### src/rtl/dtm_dbus_arbiter.sv
// dtm_dbus_arbiter: shares one Debug Module dbus port between two DTM-style
// requesters. Exactly one transaction is in flight at a time. The response
// goes back only to the requester that issued the request. When both
// requesters are valid at once, the port that was not served last wins.
module dtm_dbus_arbiter #(
    parameter int DEBUG_DATA_BITS = 34,
    parameter int DEBUG_ADDR_BITS = 5,
    parameter int DEBUG_OP_BITS   = 2
) (
    input  logic                                                    jtag_TCK,
    input  logic                                                    jtag_TRST,
    input  logic                                                    req0_valid,
    output logic                                                    req0_ready,
    input  logic [DEBUG_OP_BITS+DEBUG_ADDR_BITS+DEBUG_DATA_BITS-1:0] req0_bits,
    output logic                                                    resp0_valid,
    input  logic                                                    resp0_ready,
    output logic [DEBUG_OP_BITS+DEBUG_DATA_BITS-1:0]                 resp0_bits,
    input  logic                                                    req1_valid,
    output logic                                                    req1_ready,
    input  logic [DEBUG_OP_BITS+DEBUG_ADDR_BITS+DEBUG_DATA_BITS-1:0] req1_bits,
    output logic                                                    resp1_valid,
    input  logic                                                    resp1_ready,
    output logic [DEBUG_OP_BITS+DEBUG_DATA_BITS-1:0]                 resp1_bits,
    output logic                                                    dm_req_valid,
    input  logic                                                    dm_req_ready,
    output logic [DEBUG_OP_BITS+DEBUG_ADDR_BITS+DEBUG_DATA_BITS-1:0] dm_req_bits,
    input  logic                                                    dm_resp_valid,
    output logic                                                    dm_resp_ready,
    input  logic [DEBUG_OP_BITS+DEBUG_DATA_BITS-1:0]                 dm_resp_bits
);

    localparam int REQ_BITS  = DEBUG_OP_BITS + DEBUG_ADDR_BITS + DEBUG_DATA_BITS;
    localparam int RESP_BITS = DEBUG_OP_BITS + DEBUG_DATA_BITS;

    typedef enum logic [1:0] {
        IDLE   = 2'd0,
        ISSUE  = 2'd1,
        WAIT   = 2'd2,
        RETURN = 2'd3
    } state_t;

    state_t                 state;
    logic                   owner;     // requester that owns the transaction in flight
    logic                   last;      // requester served most recently
    logic [REQ_BITS-1:0]    req_reg;
    logic [RESP_BITS-1:0]   resp_reg;
    logic                   grant0;
    logic                   grant1;
    logic                   owner_ack;

    // Round-robin grant and handshake/valid decode from the current state.
    always_comb begin
        // NOTE: every output of this block gets a value before any condition
        // so that no path leaves a signal unassigned and a latch is inferred.
        grant0        = req0_valid & (~req1_valid | last);
        grant1        = req1_valid & ~grant0;
        // Readies stay low while reset is held, even if a requester is valid.
        req0_ready    = (state == IDLE) & ~jtag_TRST & grant0;
        req1_ready    = (state == IDLE) & ~jtag_TRST & grant1;
        dm_req_valid  = (state == ISSUE);
        dm_req_bits   = req_reg;
        dm_resp_ready = (state == WAIT);
        resp0_valid   = (state == RETURN) & ~owner;
        resp1_valid   = (state == RETURN) &  owner;
        resp0_bits    = resp_reg;
        resp1_bits    = resp_reg;
        owner_ack     = owner ? resp1_ready : resp0_ready;
    end

    // Transaction FSM: accept, forward to the DM, capture, return to owner.
    always_ff @(posedge jtag_TCK or posedge jtag_TRST) begin
        if (jtag_TRST) begin
            // An abandoned transaction simply disappears: nothing is returned.
            state    <= IDLE;
            owner    <= 1'b0;
            last     <= 1'b1;
            req_reg  <= '0;
            resp_reg <= '0;
        end else begin
            // NOTE: state registers use non-blocking assignments so every
            // register samples the values from before this clock edge.
            case (state)
                IDLE: begin
                    if (grant0 | grant1) begin
                        req_reg <= grant0 ? req0_bits : req1_bits;
                        owner   <= grant1;
                        state   <= ISSUE;
                    end
                end
                ISSUE: begin
                    if (dm_req_ready) begin
                        state <= WAIT;
                    end
                end
                WAIT: begin
                    if (dm_resp_valid) begin
                        resp_reg <= dm_resp_bits;
                        state    <= RETURN;
                    end
                end
                RETURN: begin
                    if (owner_ack) begin
                        last  <= owner;
                        state <= IDLE;
                    end
                end
                default: state <= IDLE;
            endcase
        end
    end

endmodule

### config.mk
export PLATFORM = sky130hd
export DESIGN_NAME = dtm_dbus_arbiter
export DESIGN_NICKNAME = d
export VERILOG_FILES = /design/src/rtl/dtm_dbus_arbiter.sv
export SDC_FILE = /design/constraint.sdc
export NUM_CORES = 1
export LEC_CHECK = 0
export ABC_AREA = 1
export CAP_MARGIN = 25
export CORE_MARGIN = 2
export CORE_UTILIZATION = 30
export CTS_CLUSTER_SIZE = 24
export DETAILED_ROUTE_END_ITERATION = 16
export DONT_BUFFER_PORTS = 1
export GPL_TIMING_DRIVEN = 0
export SLEW_MARGIN = 20
export SYNTH_ARGS = -nofsm -noshare
export SYNTH_HDL_FRONTEND = slang
export SYNTH_SLANG_ARGS = --single-unit
### constraint.sdc
create_clock -name jtag_TCK -period 3.1 [get_ports jtag_TCK]
set_input_delay 0.31 -clock jtag_TCK [delete_from_list [all_inputs] [get_ports jtag_TCK]]
set_output_delay 0.31 -clock jtag_TCK [all_outputs]
set_load 0.01 [all_outputs]
Word level (Yosys, flattened, before mapping)
Cells that the tools add are included.
{"block": "word_totals", "reg_bits": 81, "output_inout_bits": 119, "in_bits": 126, "elab_cells": 37, "latchBits": 0, "memories": 0, "mem_bits_ro": 0, "mem_bits_rw": 0}
{"block": "op_classes", "eq_ne": 7, "order_cmp": 0, "n_mux": 7, "shifts": 0, "n_bitwise": 13, "multipliers": 0, "n_reduce_logical": 5, "div": 0, "addsub": 0}
{"cell": "41-bit two-way mux", "count": 1}
{"cell": "2-bit two-way mux", "count": 4}
{"cell": "2-bit one-hot mux with 4 select lines", "count": 1}
{"cell": "1-bit bitwise AND", "count": 7}
{"cell": "2-bit AND reduction", "count": 3}
{"cell": "2-bit equality test (second input constant)", "count": 2}
{"cell": "2-bit by 1-bit != test with 1-bit output (second input constant)", "count": 2}
{"cell": "2-bit != test (second input constant)", "count": 2}
{"cell": "1-bit NOT", "count": 4}
{"cell": "4-bit AND reduction", "count": 1}
{"cell": "2-bit by 1-bit equality test with 1-bit output (second input constant)", "count": 1}
{"cell": "2-bit logical NOT", "count": 1}
{"cell": "1-bit bitwise OR", "count": 2}
{"cell": "1-bit two-way mux", "count": 1}

Longest topological paths before layout
{"block": "logic_depth", "word_depth": 8, "ltp_mapped": 9, "mapped_depth_nobuf": 9}

Worst setup path before layout
Ideal clock, no wire load.
{"block": "synth_timing", "kind": "in2out", "from": "input jtag_TRST", "to": "output req1_ready", "setup_slack_ns": 0.430, "required_time_ns": 2.790, "path_stages": 3, "path_buffers": 0, "t_arrival_ns": 2.360, "path_cell_list": "inv_1 nand4_1 inv_1"}
{"block": "synth_between", "elab_chain_len": 3}
{"element": "from (decl)", "line": "11", "source": "input logic jtag_TRST,"}
{"element": "1-bit NOT", "line": "59", "source": "req1_ready = (state == IDLE) & ~jtag_TRST & grant1;"}
{"element": "1-bit bitwise AND (2 in series)", "line": "59"}
{"element": "to (decl)", "line": "19", "source": "output logic req1_ready,"}
No other way between the ends.

Worst setup path after layout
{"block": "layout_timing", "from": "register last", "to": "output req0_ready"}
{"block": "layout_between", "elab_chain_len": 3}
{"element": "from (decl)", "line": "44", "source": "logic last;"}
{"element": "from (signal assigned)", "line": "103", "source": "last <= owner;"}
{"element": "1-bit bitwise OR", "line": "55", "source": "grant0 = req0_valid & (~req1_valid | last);"}
{"element": "1-bit bitwise AND", "line": "55"}
{"element": "1-bit bitwise AND", "line": "58", "source": "req0_ready = (state == IDLE) & ~jtag_TRST & grant0;"}
{"element": "to (decl)", "line": "13", "source": "output logic req0_ready,"}
No other way between the ends.

==> impl_metrics.csv <==
group,metric,value,unit
placed_design,place_congestion,0.7776,
synthesis,synth_top_cell_area_share,48.44,%
cts,post_cts_buffers,0,
routing,final_antenna_net_count,0,
synthesis,seq_area_frac_synth,49.08,%
cts,clockRootBuffer,"clkbuf_16",
synthesis,async_flop_share,100.0,%
synthesis,ys_warn_count,0,
global_route,grt_pass1_wl,16.26,mm
global_route,antenna_found_initial,0,
sta,rsz0062_at_grt,"false",
routing,routed_wl,10.94,mm
finish,nets,613,
setup_path,critPathMaxFanout,10,
power,combPwrFrac,35.1,%
synthesis,ys_ff_latch,81,
hold_path,hp-class,"input pin to register",
synthesis,synth_most_common_cell,"nand2_1",
power,switching_share,39.36,%
sta,fmax,0.4655,GHz
die,row_count,42,
finish,n_fill_cell,1397,
setup_path,max_stage_delay,0.53,ns
sta,tightest_slew,0.5905,ns
sta,finalHoldViolCount,0,
synthesis,syn_area,0.004133,sq mm
setup_path,end_kind,"output port",
routing,wire_per_inst,16.48,microns
synthesis,syn_nets,600,
cts,htreeDepth,3,
power,seqPwrFrac,43.5,%
setup_path,cp.buffers_inverters,2,
power,power_leakage,2.345,nW
sta,finalCritPeriodShare,69.29,%
cts,cts.clk_slew.worst_paths,0.06,ns
routing,dr.pass1.iters,7,
cts,clock-sinks,81,
power,powerDensity,1111,mW/mm^2
power,pwr-share-clk,21.4,%
setup_path,arrival,1.84,ns
global_route,overflow,0,
die,start_util,30.96,%
die,core,0.01335,sq mm
sta,fin_crit,2.148,ns
synthesis,synthCells,470,
synthesis,synth_edf_count,0,
setup_path,critPathKind,"register to output port",
finish,fin_util,35.25,%
setup_path,crit_path_start_kind,"register",
finish,synthToLayoutAreaGrowth,13.87,%
synthesis,synth.largest_area_cell,"dfrtp_1",
die,num_io_pins,245,
cts,cts_buffers,9,
placed_design,port_buffers,0,
sta,slew_viol_final,0,
routing,post_drt_via_cell_ratio,4.714,
sta,finalSetupViolCount,0,
synthesis,synth_top_flop_cell,"dfrtp_1",
synthesis,synth_cell_types,21,
power,p_int,3.171,mW
finish,insertedDiodeCount,0,
setup_path,required,2.79,ns
routing,drc,0,
status,status,"completed",
die,die_y,121.4,microns
die,die_area,0.01473,sq mm
power,ir_drop,0.0003150,V
sta,maxSlewHeadroom,60.63,%
cts,cts_tree,"done",
setup_path,crit_chain,"inv_1 > nand2_2 > nand2_4 > buf_2 > nor3_1",
setup_path,cp_top_family,"simple AND/OR/NAND/NOR gates",
finish,drive_gt1_share,22.54,%
cts,clock_path_buffers,2,
synthesis,netlist_top_cells_count,"134 x nand2_1, 80 x dfrtp_1, 55 x inv_1",
sta,worst_clock_skew,0.007451,ns
routing,vias,3130,
global_route,grt_pass1_vias,3111,
routing,first_iter_violations,133,
placed_design,dp_hpwl,8.631,mm
global_route,grt_usage,14.67,%
power,finalPower,5.229,mW
cts,insertion_delay,0.33,ns
synthesis,synth.area.top_cells,"dfrtp_1 48%, nand2_1 12%, mux2_2 9.8%",
run,maxCapViolCount,0,
die,fp.dieW,121.4,microns
power,switchingPower,2.058,mW
setup_path,slowest_stage,"dfstp_2",
global_route,grt_max_degree,54,
synthesis,syn_avg_cell_area,8.793,sq um
## layer usage
| metal | routed length, microns | global-route usage, % | vias to the layer above |
|---|---|---|---|
| met5 | 0 | 0 | - |
| met4 | 133 | 5.675 | 0 |
| met3 | 936 | 3.665 | 9 |
| met2 | 5478 | 25.14 | 168 |
| met1 | 4393 | 17.65 | 1476 |
| li1 | - | - | 1477 |
## timing repair
action | 4_1_cts | 5_1_grt
hold buffers | 1 | 0
gates resized for setup | 0 | 0
endpoints found under the hold margin | 27 | 0
## worst reg2reg max path: cells and delay by family, from the launching register on
family        cells  cell delay (ns)
fa+ha+maj         1             0.29
mux               1             0.38
simple gates      1             0.23
buf+inv           2             0.38
flops             1             0.41
## cells in the final DEF, fill, tap and decap left out, types with 4 or more instances in the layout
cell type,netlist,routed
nand2_1,134,134
dfrtp_1,80,80
inv_1,55,54
nand3_1,47,47
buf_4,39,39
mux2_2,36,36
o21ai_1,32,32
o21ai_0,12,12
clkbuf_1,8,10
clkbuf_16,0,9
buf_2,8,8
buf_6,5,5
ha_1,4,4
## registers in the layout (all words and copies together) (netlist names)
name and count:
state 2, last 1, resp0_bits 36, owner 1, dm_req_bits 41
## power by group through the flow
| stage | logic (mW) | registers, mW | clock network [mW] |
|---|---|---|---|
| floorplan | 1.54 | 2.14 | 0 |
| global placement | 1.82 | 2.30 | 0 |
| detailed placement | 1.88 | 2.30 | 0 |
| CTS | 1.88 | 2.29 | 1.17 |
| global route | 2.06 | 2.36 | 1.21 |
| finish | 1.83 | 2.27 | 1.12 |
## cell families (layout without fill, tap and decap cells)
group | Yosys count | in the layout | synth area share [%]
compound gates | 45 | 45 | 5.722
fa+ha+maj | 4 | 4 | 1.211
buf+inv | 116 | 134 | 15.23
flops | 81 | 81 | 49.08
mux | 36 | 36 | 9.809
simple gates | 188 | 188 | 18.95
## stage by stage
| step | instances | setup slack, ns | TNS (ns) | cell area, sq um | hold slack, ns |
|---|---|---|---|---|---|
| 3_5_place_dp | 647 | 1.262 | 0 | 4383 | 0.2066 |
| 5_1_grt | 664 | 0.8214 | 0 | 4706 | 0.1088 |
| 3_3_place_gp | 646 | -0.2991 | -16.48 | 4353 | 0.4618 |
| 6_report | 664 | 0.9519 | 0 | 4706 | 0.1267 |
| 2_1_floorplan | 470 | 0.4295 | 0 | 4133 | 0.4427 |
| 4_1_cts | 664 | 0.9136 | 0 | 4706 | 0.1072 |
## area by class of cell
type | count | area, sq um | area share (%)
clock inverters | 5 | 80.08 | 1.702
clock buffers | 11 | 232.7 | 4.945
plain buffers | 61 | 422.9 | 8.987
multi-input cells | 273 | 1475 | 31.35
repair buffers | 2 | 37.54 | 0.7977
inverters | 55 | 209.0 | 4.440
well taps | 176 | 220.2 | 4.680
flip-flops and latches | 81 | 2028 | 43.10
## path summary, 6_finish.rpt
kind	start	endpoint	slack, ns	cells after the start
hold reg to reg	state[1]	state[1]	0.55	2
max in group asynchronous	jtag_TRST	dm_req_bits[14]	2.05	3
setup / recovery	last	req0_ready	0.95	5
min in group asynchronous	jtag_TRST	owner	0.45	2
hold / removal	dm_resp_bits[19]	resp0_bits[19]	0.13	1
setup reg to reg	state[0]	resp0_bits[12]	1.29	5
(Power assumes the default switching activity.)
